$ cat config.mk
export PLATFORM = sky130hd
export DESIGN_NAME = bram_arb
export DESIGN_NICKNAME = d
export VERILOG_FILES = /design/src/rtl/bram_arb_pkg.sv /design/src/rtl/bram_arb_rr_arb2.sv /design/src/rtl/bram_arb.sv
export SDC_FILE = /design/constraint.sdc
export NUM_CORES = 1
export LEC_CHECK = 0
export ABC_AREA = 1
export BUFFER_PORTS_ARGS = -buffer_cell sky130_fd_sc_hd__buf_4
export CAP_MARGIN = 20
export CORE_MARGIN = 3
export CORE_UTILIZATION = 32
export DETAILED_ROUTE_END_ITERATION = 8
export PLACE_DENSITY = 0.79
export SYNTH_ARGS = -nofsm -noshare
export SYNTH_HDL_FRONTEND = slang
export SYNTH_SLANG_ARGS = --single-unit
$ cat constraint.sdc
create_clock -name clk -period 1.1 [get_ports clk]
set_input_delay 0.055 -clock clk [delete_from_list [all_inputs] [get_ports clk]]
set_output_delay 0.055 -clock clk [all_outputs]
set_load 0.1 [all_outputs]
$ cat src/rtl/bram_arb_pkg.sv
// Shared types and defaults for the block-RAM arbiter.
// Optional feature macro: BRAM_ARB_LOCK_EN (per-requester port lock).
package bram_arb_pkg;

  localparam int unsigned ADDR_W_DEFAULT = 10;
  localparam int unsigned DATA_W_DEFAULT = 8;

  // Requester identity; also the index into the 2-bit req/gnt vectors.
  typedef enum logic {
    REQ_A = 1'b0,
    REQ_B = 1'b1
  } req_id_t;

  // Identity of the requester that is not `id`.
  function automatic req_id_t other_req(input req_id_t id);
    return (id == REQ_A) ? REQ_B : REQ_A;
  endfunction

  // Convert a one-hot grant into the winning requester id (A when idle).
  function automatic req_id_t gnt_to_id(input logic [1:0] gnt);
    return gnt[1] ? REQ_B : REQ_A;
  endfunction

endpackage

$ cat src/rtl/bram_arb_rr_arb2.sv
// Two-way round-robin arbiter with a last-grant register.
// With BRAM_ARB_LOCK_EN defined, a winner that asserts lock reserves the
// port until it drops lock, even across idle cycles.
module rr_arb2
  import bram_arb_pkg::*;
(
  input  logic       clk,
  input  logic       rst,
  input  logic [1:0] req,
`ifdef BRAM_ARB_LOCK_EN
  input  logic [1:0] lock,
`endif
  output logic [1:0] gnt
);

  req_id_t last_q, last_d;

`ifdef BRAM_ARB_LOCK_EN
  logic locked_q, locked_d;
  logic owner_lock;
  logic win_lock;

  // Lock bit of the current owner (the last granted requester).
  assign owner_lock = (last_q == REQ_A) ? lock[0] : lock[1];
  assign win_lock   = gnt[1] ? lock[1] : lock[0];
`endif

  // Grant decision; forced idle while reset is held.
  always_comb begin
    gnt = 2'b00;
    if (!rst) begin
      case (req)
        2'b01:   gnt = 2'b01;
        2'b10:   gnt = 2'b10;
        2'b11:   gnt = (last_q == REQ_A) ? 2'b10 : 2'b01;
        default: gnt = 2'b00;
      endcase
`ifdef BRAM_ARB_LOCK_EN
      // A reserved port only serves its owner.
      if (locked_q) begin
        gnt = (last_q == REQ_A) ? {1'b0, req[0]} : {req[1], 1'b0};
      end
`endif
    end
  end

  // Next last-grant: only moves on an actual grant.
  always_comb begin
    last_d = last_q;
    if (gnt != 2'b00) begin
      last_d = gnt_to_id(gnt);
    end
  end

`ifdef BRAM_ARB_LOCK_EN
  // Next lock state: set/cleared by the winner's lock on a grant, otherwise
  // released only when the idle owner drops its lock.
  always_comb begin
    locked_d = locked_q;
    if (gnt != 2'b00) begin
      locked_d = win_lock;
    end else if (locked_q && !owner_lock) begin
      locked_d = 1'b0;
    end
  end

  // Lock state register.
  always_ff @(posedge clk or posedge rst) begin
    if (rst) begin
      locked_q <= 1'b0;
    end else begin
      locked_q <= locked_d;
    end
  end
`endif

  // Last-grant register; resets to B so A wins the first contention.
  always_ff @(posedge clk or posedge rst) begin
    if (rst) begin
      last_q <= REQ_B;
    end else begin
      last_q <= last_d;
    end
  end

endmodule

$ cat src/rtl/bram_arb.sv
// Two-requester arbiter in front of a simple dual-port block RAM with a
// 1-cycle registered read. Read and write ports are arbitrated independently.
// Optional feature macro: BRAM_ARB_LOCK_EN adds a_lock/b_lock port reservation.
module bram_arb
  import bram_arb_pkg::*;
#(
  parameter int unsigned ADDR_W = ADDR_W_DEFAULT,
  parameter int unsigned DATA_W = DATA_W_DEFAULT
) (
  input  logic              clk,
  input  logic              rst,
  input  logic              a_req,
  input  logic              a_we,
  input  logic [ADDR_W-1:0] a_addr,
  input  logic [DATA_W-1:0] a_wdata,
  input  logic              b_req,
  input  logic              b_we,
  input  logic [ADDR_W-1:0] b_addr,
  input  logic [DATA_W-1:0] b_wdata,
`ifdef BRAM_ARB_LOCK_EN
  input  logic              a_lock,
  input  logic              b_lock,
`endif
  output logic              a_gnt,
  output logic              a_rvalid,
  output logic [DATA_W-1:0] a_rdata,
  output logic              b_gnt,
  output logic              b_rvalid,
  output logic [DATA_W-1:0] b_rdata,
  output logic              mem_rd_en,
  output logic [ADDR_W-1:0] mem_rd_addr,
  output logic              mem_wr_en,
  output logic [ADDR_W-1:0] mem_wr_addr,
  output logic [DATA_W-1:0] mem_wr_data,
  input  logic [DATA_W-1:0] mem_rd_data
);

  logic [1:0] rd_req, wr_req;
  logic [1:0] rd_gnt, wr_gnt;
  logic       rd_pend_q;
  req_id_t    rd_owner_q;

  // Split each request onto the port class selected by its we bit.
  assign rd_req = {b_req & ~b_we, a_req & ~a_we};
  assign wr_req = {b_req &  b_we, a_req &  a_we};

  rr_arb2 u_rd_arb (
    .clk  (clk),
    .rst  (rst),
    .req  (rd_req),
`ifdef BRAM_ARB_LOCK_EN
    .lock ({b_lock, a_lock}),
`endif
    .gnt  (rd_gnt)
  );

  rr_arb2 u_wr_arb (
    .clk  (clk),
    .rst  (rst),
    .req  (wr_req),
`ifdef BRAM_ARB_LOCK_EN
    .lock ({b_lock, a_lock}),
`endif
    .gnt  (wr_gnt)
  );

  // A requester holds only one request, so at most one port grants it.
  assign a_gnt = rd_gnt[0] | wr_gnt[0];
  assign b_gnt = rd_gnt[1] | wr_gnt[1];

  // Read-port RAM drive; zero address when idle.
  always_comb begin
    mem_rd_en   = |rd_gnt;
    mem_rd_addr = '0;
    if (rd_gnt[0]) begin
      mem_rd_addr = a_addr;
    end else if (rd_gnt[1]) begin
      mem_rd_addr = b_addr;
    end
  end

  // Write-port RAM drive; zero address/data when idle.
  always_comb begin
    mem_wr_en   = |wr_gnt;
    mem_wr_addr = '0;
    mem_wr_data = '0;
    if (wr_gnt[0]) begin
      mem_wr_addr = a_addr;
      mem_wr_data = a_wdata;
    end else if (wr_gnt[1]) begin
      mem_wr_addr = b_addr;
      mem_wr_data = b_wdata;
    end
  end

  // Track who owns the read data returning next cycle; reset drops it.
  always_ff @(posedge clk or posedge rst) begin
    if (rst) begin
      rd_pend_q  <= 1'b0;
      rd_owner_q <= REQ_A;
    end else begin
      rd_pend_q <= |rd_gnt;
      if (|rd_gnt) begin
        rd_owner_q <= gnt_to_id(rd_gnt);
      end
    end
  end

  assign a_rvalid = rd_pend_q && (rd_owner_q == REQ_A);
  assign b_rvalid = rd_pend_q && (rd_owner_q == other_req(REQ_A));

  // RAM output is registered already; pass it straight through.
  assign a_rdata = mem_rd_data;
  assign b_rdata = mem_rd_data;

endmodule

==> results of run 1 <==
==> metrics by stage <==
stage	hold WS, ps	TNS (ps)
2_1_floorplan	-164.3	-2127
3_3_place_gp	111.7	-6850
3_5_place_dp	111.7	-7736
==> logic make-up after synthesis <==
family          count (synthesis)
simple gates                  110
compound gates                  2
buf+inv                        32
flops                           4
==> impl_summary.md, run 1 <==
Status
The run stopped with a tool error. The flow stopped in clock tree synthesis. The first error in the log reads "[ERROR DPL-0038] Utilization greater than 100%, impossible to legalize".

Logic synthesis
The number of nets in the synthesized netlist is 198. The count of warnings emitted by yosys is 0. sky130_fd_sc_hd__nand3_1 is the most common cell in the netlist. After Yosys synthesis, full adders, half adders and majority gates account for 0% of the synthesized area. The average size of a mapped cell is 5.605 sq um.

The combinational family with the most area after synthesis is simple AND/OR/NAND/NOR gates. The proportion of register bits with asynchronous set or reset after synthesis is 100.0%. The distinct cell type count after synthesis is 13. By count the netlist is led by sky130_fd_sc_hd__nand3_1 (61), sky130_fd_sc_hd__nand2_1 (41), sky130_fd_sc_hd__buf_4 (19).

The top flip-flop cell by instance count after synthesis is sky130_fd_sc_hd__dfstp_2. The synthesized design spends more area on one cell type than any other, namely sky130_fd_sc_hd__nand3_1. The share of synthesized area in the top cell type comes to 36.80%. In this run, synthesis produced a sequential element count of 4.

The number of standard cells after synthesis is 148. After synthesis, the share of cell area in mux cells is 0%. In this run, synthesis inferred 0 flip-flops with an integrated enable.

Summing the areas of all and, or, nand and nor instances in the mapped netlist gives 61.69% of the synthesized area. The share of synthesized area occupied by flip-flops and latches is 12.37%. The synthesized netlist devotes 1.207% of its cell area to compound gates. Sorting the synthesized cells by area gives the leading types as sky130_fd_sc_hd__nand3_1 (37%), sky130_fd_sc_hd__nand2_1 (19%), sky130_fd_sc_hd__buf_4 (17%). The xor-xnor portion of the synthesized cell area is 0%. The post-synth design cell area is 829.5 sq um.

Clock network
The clock passes through at most 2 buffers. In this run, CTS created clock tree buffers numbering 3. The count of clock tree sinks is 4. The post-CTS setup buffer count is 0.

The number of levels the H-tree was split into is 1. The number of resized instances in the post-cts repair step is 108. After clock tree synthesis, the flow added hold-fix buffers numbering 1. The master cell of the clock root buffer is sky130_fd_sc_hd__clkbuf_4.

Placement
The placed instance count is 249. The placed instances occupy a cell area of 2017 sq um. Summed over all nets, the half-perimeter wirelength after detailed placement is 3.193 mm. The global placer's final weighted congestion is 0.8705. The pre-CTS worst setup slack is -274.0 ps. Port buffering added 75 buffers.

Die
The die extent in x is 56.92 um. The initial core utilization is 35.45%. Pin placement for this block handled 100 I/O pins. Measured along the y axis, the die boundary spans 56.92 um. The site row count is 17.
==> run 2, diff against run 1 <==
--- a/config.mk
+++ b/config.mk
@@ -9,9 +9,9 @@
 export BUFFER_PORTS_ARGS = -buffer_cell sky130_fd_sc_hd__buf_4
 export CAP_MARGIN = 20
 export CORE_MARGIN = 3
-export CORE_UTILIZATION = 32
+export CORE_UTILIZATION = 20
 export DETAILED_ROUTE_END_ITERATION = 8
-export PLACE_DENSITY = 0.79
+export PLACE_DENSITY_LB_ADDON = 0.15
 export SYNTH_ARGS = -nofsm -noshare
 export SYNTH_HDL_FRONTEND = slang
 export SYNTH_SLANG_ARGS = --single-unit
==> impl_summary.md, run 2 <==
Status
The run finished, with violations left. The checks that failed: negative setup slack.

Global route
The first global-routing pass estimated 7.389 mm of wire. The number of antenna violations at the first check in global routing is 0. The total global routing overflow is 0. Entering global routing, the biggest net connects 12 pins. The via count of the first global-routing pass is 1,499. Global routing used 18.54% of the available tracks.

Die
The initial core utilization is 21.68% (-14 points). The die outline area is 4956 sq um. The number of placed I/O pins is 100 (unchanged). The vertical extent of the die came to 70.40 um (+24%). The area of the placeable core is 3826 sq um. The die extent in x is 70.40 um (+24%). The site row count is 22 (+5).

Timing
Of the available clock period, the critical path in the final layout requires 140.1%. The transition time at the pin with the least slew margin is 269.1 ps. The peak clock frequency supported by timing is 649.1 MHz.

The final setup skew is 0.1177 ps. Setup repair after global routing could not meet its margin everywhere. The relative max-transition margin is 82.04%. The worst path setup slack after routing is -440.6 ps. The final period demand of the worst path is 1541 ps. The max-slew violation count came to 0. The number of endpoints with negative hold slack in the final report was 0.

The number of failing setup endpoints in the final timing report is 33.

Critical path
The library cell contributing the largest single delay on the critical path is sky130_fd_sc_hd__dfstp_2. The class of the most critical setup path is reg -> out. For this run, the slowest stage of the critical path takes 560 ps. The maximum fanout along the worst path is 11. The critical path goes through inv_2 > nand3_4 > buf_12 > nand3_1 > nand2_4 > buf_12. Data arrives at the worst endpoint at 1490 ps. The nature of the critical path startpoint is a flip-flop. The cell that appears most often on the critical path is sky130_fd_sc_hd__buf_12. For the worst setup path, the data required time is 1040 ps. STA classifies the critical path endpoint as an output port.

Logic synthesis
The synthesized flop and latch total is 4 (unchanged). The count of warnings emitted by yosys was 0 (unchanged). The net count of the mapped netlist is 198 (unchanged). In the synthesized netlist the dominant register cell turns out to be sky130_fd_sc_hd__dfstp_2.

The share of synthesized area occupied by flip-flops and latches is 12.37% (unchanged). In the post-synthesis netlist, the biggest area contributors are sky130_fd_sc_hd__nand3_1 (37%), sky130_fd_sc_hd__nand2_1 (19%), sky130_fd_sc_hd__buf_4 (17%). The proportion of register bits with asynchronous set or reset after synthesis is 100.0% (unchanged).

The average size of a mapped cell was 5.605 sq um (unchanged). By count the netlist is led by sky130_fd_sc_hd__nand3_1 (61), sky130_fd_sc_hd__nand2_1 (41), sky130_fd_sc_hd__buf_4 (19). Among all cell types in the netlist, the one instantiated most often is sky130_fd_sc_hd__nand3_1. The distinct cell type count after synthesis was 13 (unchanged). The post-synth design cell area came to 829.5 sq um (unchanged). The number of standard cells after synthesis was 148 (unchanged). The number of enable flip-flop cells after synthesis is 0 (unchanged). The share of the synthesized area in the top cell type is 36.80% (unchanged). The synthesized design spends more area on one cell type than any other, namely sky130_fd_sc_hd__nand3_1.

Clock network
After clock tree synthesis, the clock-pin slew on the worst setup and hold paths is 30 ps. TritonCTS built the clock tree. The clock buffer count from CTS is 3 (unchanged). The largest buffer count on any clock path came to 2 (unchanged). The post-CTS setup buffer count came to 0 (unchanged). The master cell of the clock root buffer is sky130_fd_sc_hd__clkbuf_8. The number of levels the H-tree was split into is 1 (unchanged). The count of clock tree sinks is 4 (unchanged). The clock insertion delay at the later pin of the skew report is 220 ps.

Final layout
For this run, the post-layout net count is 282. The antenna cell count is 0. The relative area change from synthesis to final layout is 226.7%. The non-filler instance count after layout is 278.

The filler cells instantiated in the layout total 280. The share of cells above drive strength 1 is 85.65%. Leaving out fill and tap cells, the most frequent cell in the layout is sky130_fd_sc_hd__buf_4. Leaving out fill and tap cells, the most frequent cells in the layout are sky130_fd_sc_hd__buf_4 (62), sky130_fd_sc_hd__buf_12 (35), sky130_fd_sc_hd__nand3_2 (33), sky130_fd_sc_hd__nand2_4 (21), sky130_fd_sc_hd__nand3_1 (16).

Drt
The count of antenna-violating nets left after detailed routing is 0. For this run, design rule violations remaining after detail routing come to 0. The overall routed net length is 4.672 mm. The total number of vias is 1,354. The routed length per placed instance is 16.81 um. The first TritonRoute pass finished after 3 iterations.

In this run, the number of DRC markers left after iteration 0 of detailed routing was 27. After detailed routing, the number of vias per cell comes to 4.871.

Pwr
The cell leakage power is 0.001121 uW. In this run the power density over the cells is 728.9 nW/um^2. The design draws 1975 uW. The worst ir drop on vdd is 0.4122 mV.

Min path
The type of the worst min-delay path is in -> out.

Placement
The number of buffers added on ports was 75 (unchanged). The global placer's final weighted congestion is 0.8472 (-2.7%). The placed instance count is 273 (+9.6%).

The pre-CTS worst setup slack is -288.4 ps (-14.38 ps). The HPWL after detailed placement was 3.413 mm (+6.9%).

Job
The tool flagged a number of max-cap violations equal to 0.
==> run 2: cell counts after synthesis <==
Identical to the previous run, type by type.
==> run 2: timing repair <==
action                                  CTS  global route
pin swaps                                 0             6
endpoints found under the setup margin   34            36
hold buffers                              1             0
endpoints found under the hold margin     4             0
cloned                                    0             1
resized for setup                       112            25
==> run 2: per-stage QoR <==
stage	hold WS, ps	util [%]	TNS [ps]	area, sq um
finish	110.1	70.83	-12010	2710
global placement	111.1	53.17	-6768	2034
floorplan	-164.3	-	-2127	1356
CTS	111.1	67.07	-12040	2566
detailed placement	111.1	53.17	-7791	2034
global route	110.2	70.83	-13590	2710
==> run 2: report_power, final <==
part	internal (uW)	switching (uW)	leakage, uW
sequential	180	24.8	0.0000465
clock	234	89.8	0.0000216
combinational	548	899	0.00105
total	962	1010	0.00112
==> run 2: cells by family after synthesis <==
kind of cell / share of synthesized area, %
flops: 12.37
buf+inv: 24.74
simple gates: 61.69
compound gates: 1.207
==> run 2: path summary, 6_finish.rpt <==
path / from / to / slack, ps / cells past startpoint
min: mem_rd_data[4] / a_rdata[4] / 110 / 0
min reg2reg: u_rd_arb.last_q / u_rd_arb.last_q / 530 / 2
min in group asynchronous: rst / rd_owner_q / 520 / 4
max reg2reg: u_rd_arb.last_q / rd_owner_q / -20 / 5
max: u_wr_arb.last_q / mem_wr_addr[7] / -440 / 6
max in group asynchronous: rst / rd_pend_q / 490 / 4
==> run 2: layout make-up <==
cell class | count | area, sq um | share of cell area, %
Multi-Input combinational cell | 112 | 1222 | 45.11
Clock buffer | 3 | 41.29 | 1.524
Inverter | 7 | 26.28 | 0.9695
Tap cell | 48 | 60.06 | 2.216
Sequential cell | 4 | 102.6 | 3.786
Timing Repair Buffer | 104 | 1257 | 46.40
==> run 2: critical path, delay by kind of cell (launching register included) <==
kind / cells / cell delay [ps]
buffers and inverters: 3 / 380
AND/OR/NAND/NOR: 3 / 310
flip-flops: 1 / 560
==> run 2: layer usage <==
layer	part of all wire, %	global-route usage (%)	up-vias
met5	0	0	-
met4	1.7	7.021	0
met3	7.0	4.460	10
met2	56	34.93	55
met1	35	19.49	642
li1	-	-	647
No activity file was read; power rests on OpenSTA's default activity.
==> run 3, diff against run 2 <==
==> constraint.sdc (replaced) <==
create_clock -name clk -period 2 [get_ports clk]
set_input_delay 0.1 -clock clk [delete_from_list [all_inputs] [get_ports clk]]
set_output_delay 0.1 -clock clk [all_outputs]
set_load 0.1 [all_outputs]
==> impl_summary.md, run 3 (same netlist as run 2, synthesis figures left out) <==
Timing
The final setup skew is 7.502 ps (+7.384 ps). The number of endpoints with negative hold slack in the final report came to 0 (unchanged). Of the available clock period, the critical path in the final layout requires 91.71%. The peak clock frequency supported by timing is 545.2 MHz. The setup total negative slack is 0 ps (+12,010 ps). Setup repair after global routing left no endpoint under its margin.

The max-slew violation count is 0 (unchanged). The final worst hold slack is 200.0 ps (+89.99 ps). The final period demand of the worst path is 1834 ps.

The number of failing setup endpoints in the final timing report is 0 (-100%). The transition time at the pin with the least slew margin was 486.6 ps (+217.5 ps). The relative max-transition margin came to 67.47% (-15 points).

Final layout
The register area is 102.6 sq um (unchanged). The antenna cell count is 0 (unchanged). The top cell types in the final layout, fill and taps aside, are sky130_fd_sc_hd__buf_4 (78), sky130_fd_sc_hd__nand3_1 (61), sky130_fd_sc_hd__nand2_1 (41), sky130_fd_sc_hd__inv_1 (7), sky130_fd_sc_hd__nor2_1 (4). The multi-input logic area was 521.8 sq um (-57%).

The share of cells above drive strength 1 is 42.23% (-43 points). The fill cell total of the finished layout is 440 (+57%). The relative area change from synthesis to final layout is 62.90%. The final net count is 257 (-8.9%). The most common library cell in the layout ignoring fill and taps is sky130_fd_sc_hd__buf_4.

Placement
The HPWL after detailed placement was 2.632 mm (-23%). The global placer's final weighted congestion was 0.7056 (-17%). The number of buffers added on ports is 75 (unchanged).

Clock network
The clock insertion delay at the later pin of the skew report is 220 ps (about the same). The count of clock tree sinks is 4 (unchanged). The post-CTS setup buffer count is 0 (unchanged). The largest buffer count on any clock path is 2 (unchanged). The number of levels the H-tree was split into is 1 (unchanged). The number of resized instances in the post-cts repair step is 0 (-100%). The number of hold-repair buffers added at the cts stage was 1 (unchanged).

The master cell of the clock root buffer is sky130_fd_sc_hd__clkbuf_8. The clock buffer count from CTS is 3 (unchanged). The CTS tree is built.

Global route
The global-route wire length before repair is 5.582 mm (-24%). The number of antenna violations at the first check in global routing was 0 (unchanged). The total global routing track utilization is 13.51% (-5.0 points). The total global routing overflow is 0 (unchanged). The maximum number of pins on one net before global-route repair is 21 (+9). The via count of the first global-routing pass is 1,205 (-20%).

Pwr
The power per standard cell area is 587.2 nW/um^2 (-19%). The cell leakage power was 0.0008033 uW (-28%). The sum of internal, switching and leakage power was 793.5 uW (-60%). The worst ir drop on vdd is 0.2642 mV (-36%).

Critical path
STA classifies the critical path endpoint as an output port. The worst path required time is 1900 ps (+860 ps). The class of the most critical setup path is in -> out. The data arrival time of the critical path is 1730 ps (+240 ps). STA classifies the critical path startpoint as an input pin. The maximum fanout along the worst path is 19 (+8).

Drt
The routed length per placed instance came to 13.46 um (-20%). The overall routed net length is 3.418 mm (-27%). The first-iteration detailed-routing DRC count is 57 (+110%).

The iteration count of the initial detailed-routing pass was 4 (+1). The number of remaining DRC errors came to 0 (unchanged). The via count normalized by instance count came to 4.602 (-5.5%).

The total number of vias is 1,169 (-14%). The count of antenna-violating nets left after detailed routing is 0 (unchanged).

Die
The number of placed I/O pins was 100 (unchanged). The site row count was 22 (unchanged). The initial core utilization is 21.68% (unchanged). The die extent in x is 70.40 um (unchanged). The die outline area is 4956 sq um (unchanged). The area of the placeable core was 3826 sq um (unchanged). The vertical extent of the die was 70.40 um (unchanged).

Min path
The type of the worst min-delay path is in -> out.

Job
The reported max-cap violation count is 0 (unchanged).

Status
The flow ran to the end, and the final reports show no timing, DRC or antenna violations.
run 3: final timing paths:
path / startpoint / to / slack (ps) / depth (start not counted)
worst max-delay path: rst / mem_wr_en / 170 / 6
worst min register to register: u_rd_arb.last_q / u_rd_arb.last_q / 510 / 2
min in group asynchronous: rst / rd_pend_q / 390 / 3
worst max register to register: u_rd_arb.last_q / u_rd_arb.last_q / 700 / 3
max in group asynchronous: rst / u_wr_arb.last_q / 1350 / 3
worst min-delay path: mem_rd_data[3] / a_rdata[3] / 200 / 0
run 3: area by class of cell:
class | instances | area share (%)
repair buffers | 79 | 44.07
multi-input cells | 112 | 38.61
flip-flops and latches | 4 | 7.593
well taps | 48 | 4.444
clock buffers | 4 | 3.333
inverters | 7 | 1.944
run 3: worst max-delay path, stage by stage:
cell and delay, ps:
sky130_fd_sc_hd__dlygate4sd3_1 540, sky130_fd_sc_hd__buf_4 160, sky130_fd_sc_hd__nor2_4 360, sky130_fd_sc_hd__nand2_1 170, sky130_fd_sc_hd__nand2_1 110, sky130_fd_sc_hd__buf_4 290
run 3: power breakdown:
| group | switching [uW] | total [uW] | internal [uW] | leakage (uW) |
|---|---|---|---|---|
| clock | 45.7 | 182 | 136 | 0.0000228 |
| combinational | 380 | 505 | 126 | 0.000734 |
| sequential | 7.68 | 106 | 98.3 | 0.0000465 |
| total | 433 | 794 | 361 | 0.000803 |
run 3: per-layer routing:
metal | track usage (%) | vias to the layer above | wire length (um)
met4 | 2.553 | 0 | 12
met1 | 16.04 | 507 | 1423
met5 | 0 | - | 0
met2 | 23.80 | 65 | 1607
met3 | 4.173 | 2 | 373
li1 | - | 595 | -
run 3: stage by stage:
step                      cells  worst slack, ps  area [sq um]  utilization, %
after floorplan             148            259.0         829.5               -
after detailed placement    249            454.8          1296           33.88
after global routing        254            48.39          1351           35.32
after global placement      249            459.2          1296           33.88
after CTS                   254            147.6          1351           35.32
final                       254            165.8          1351           35.32
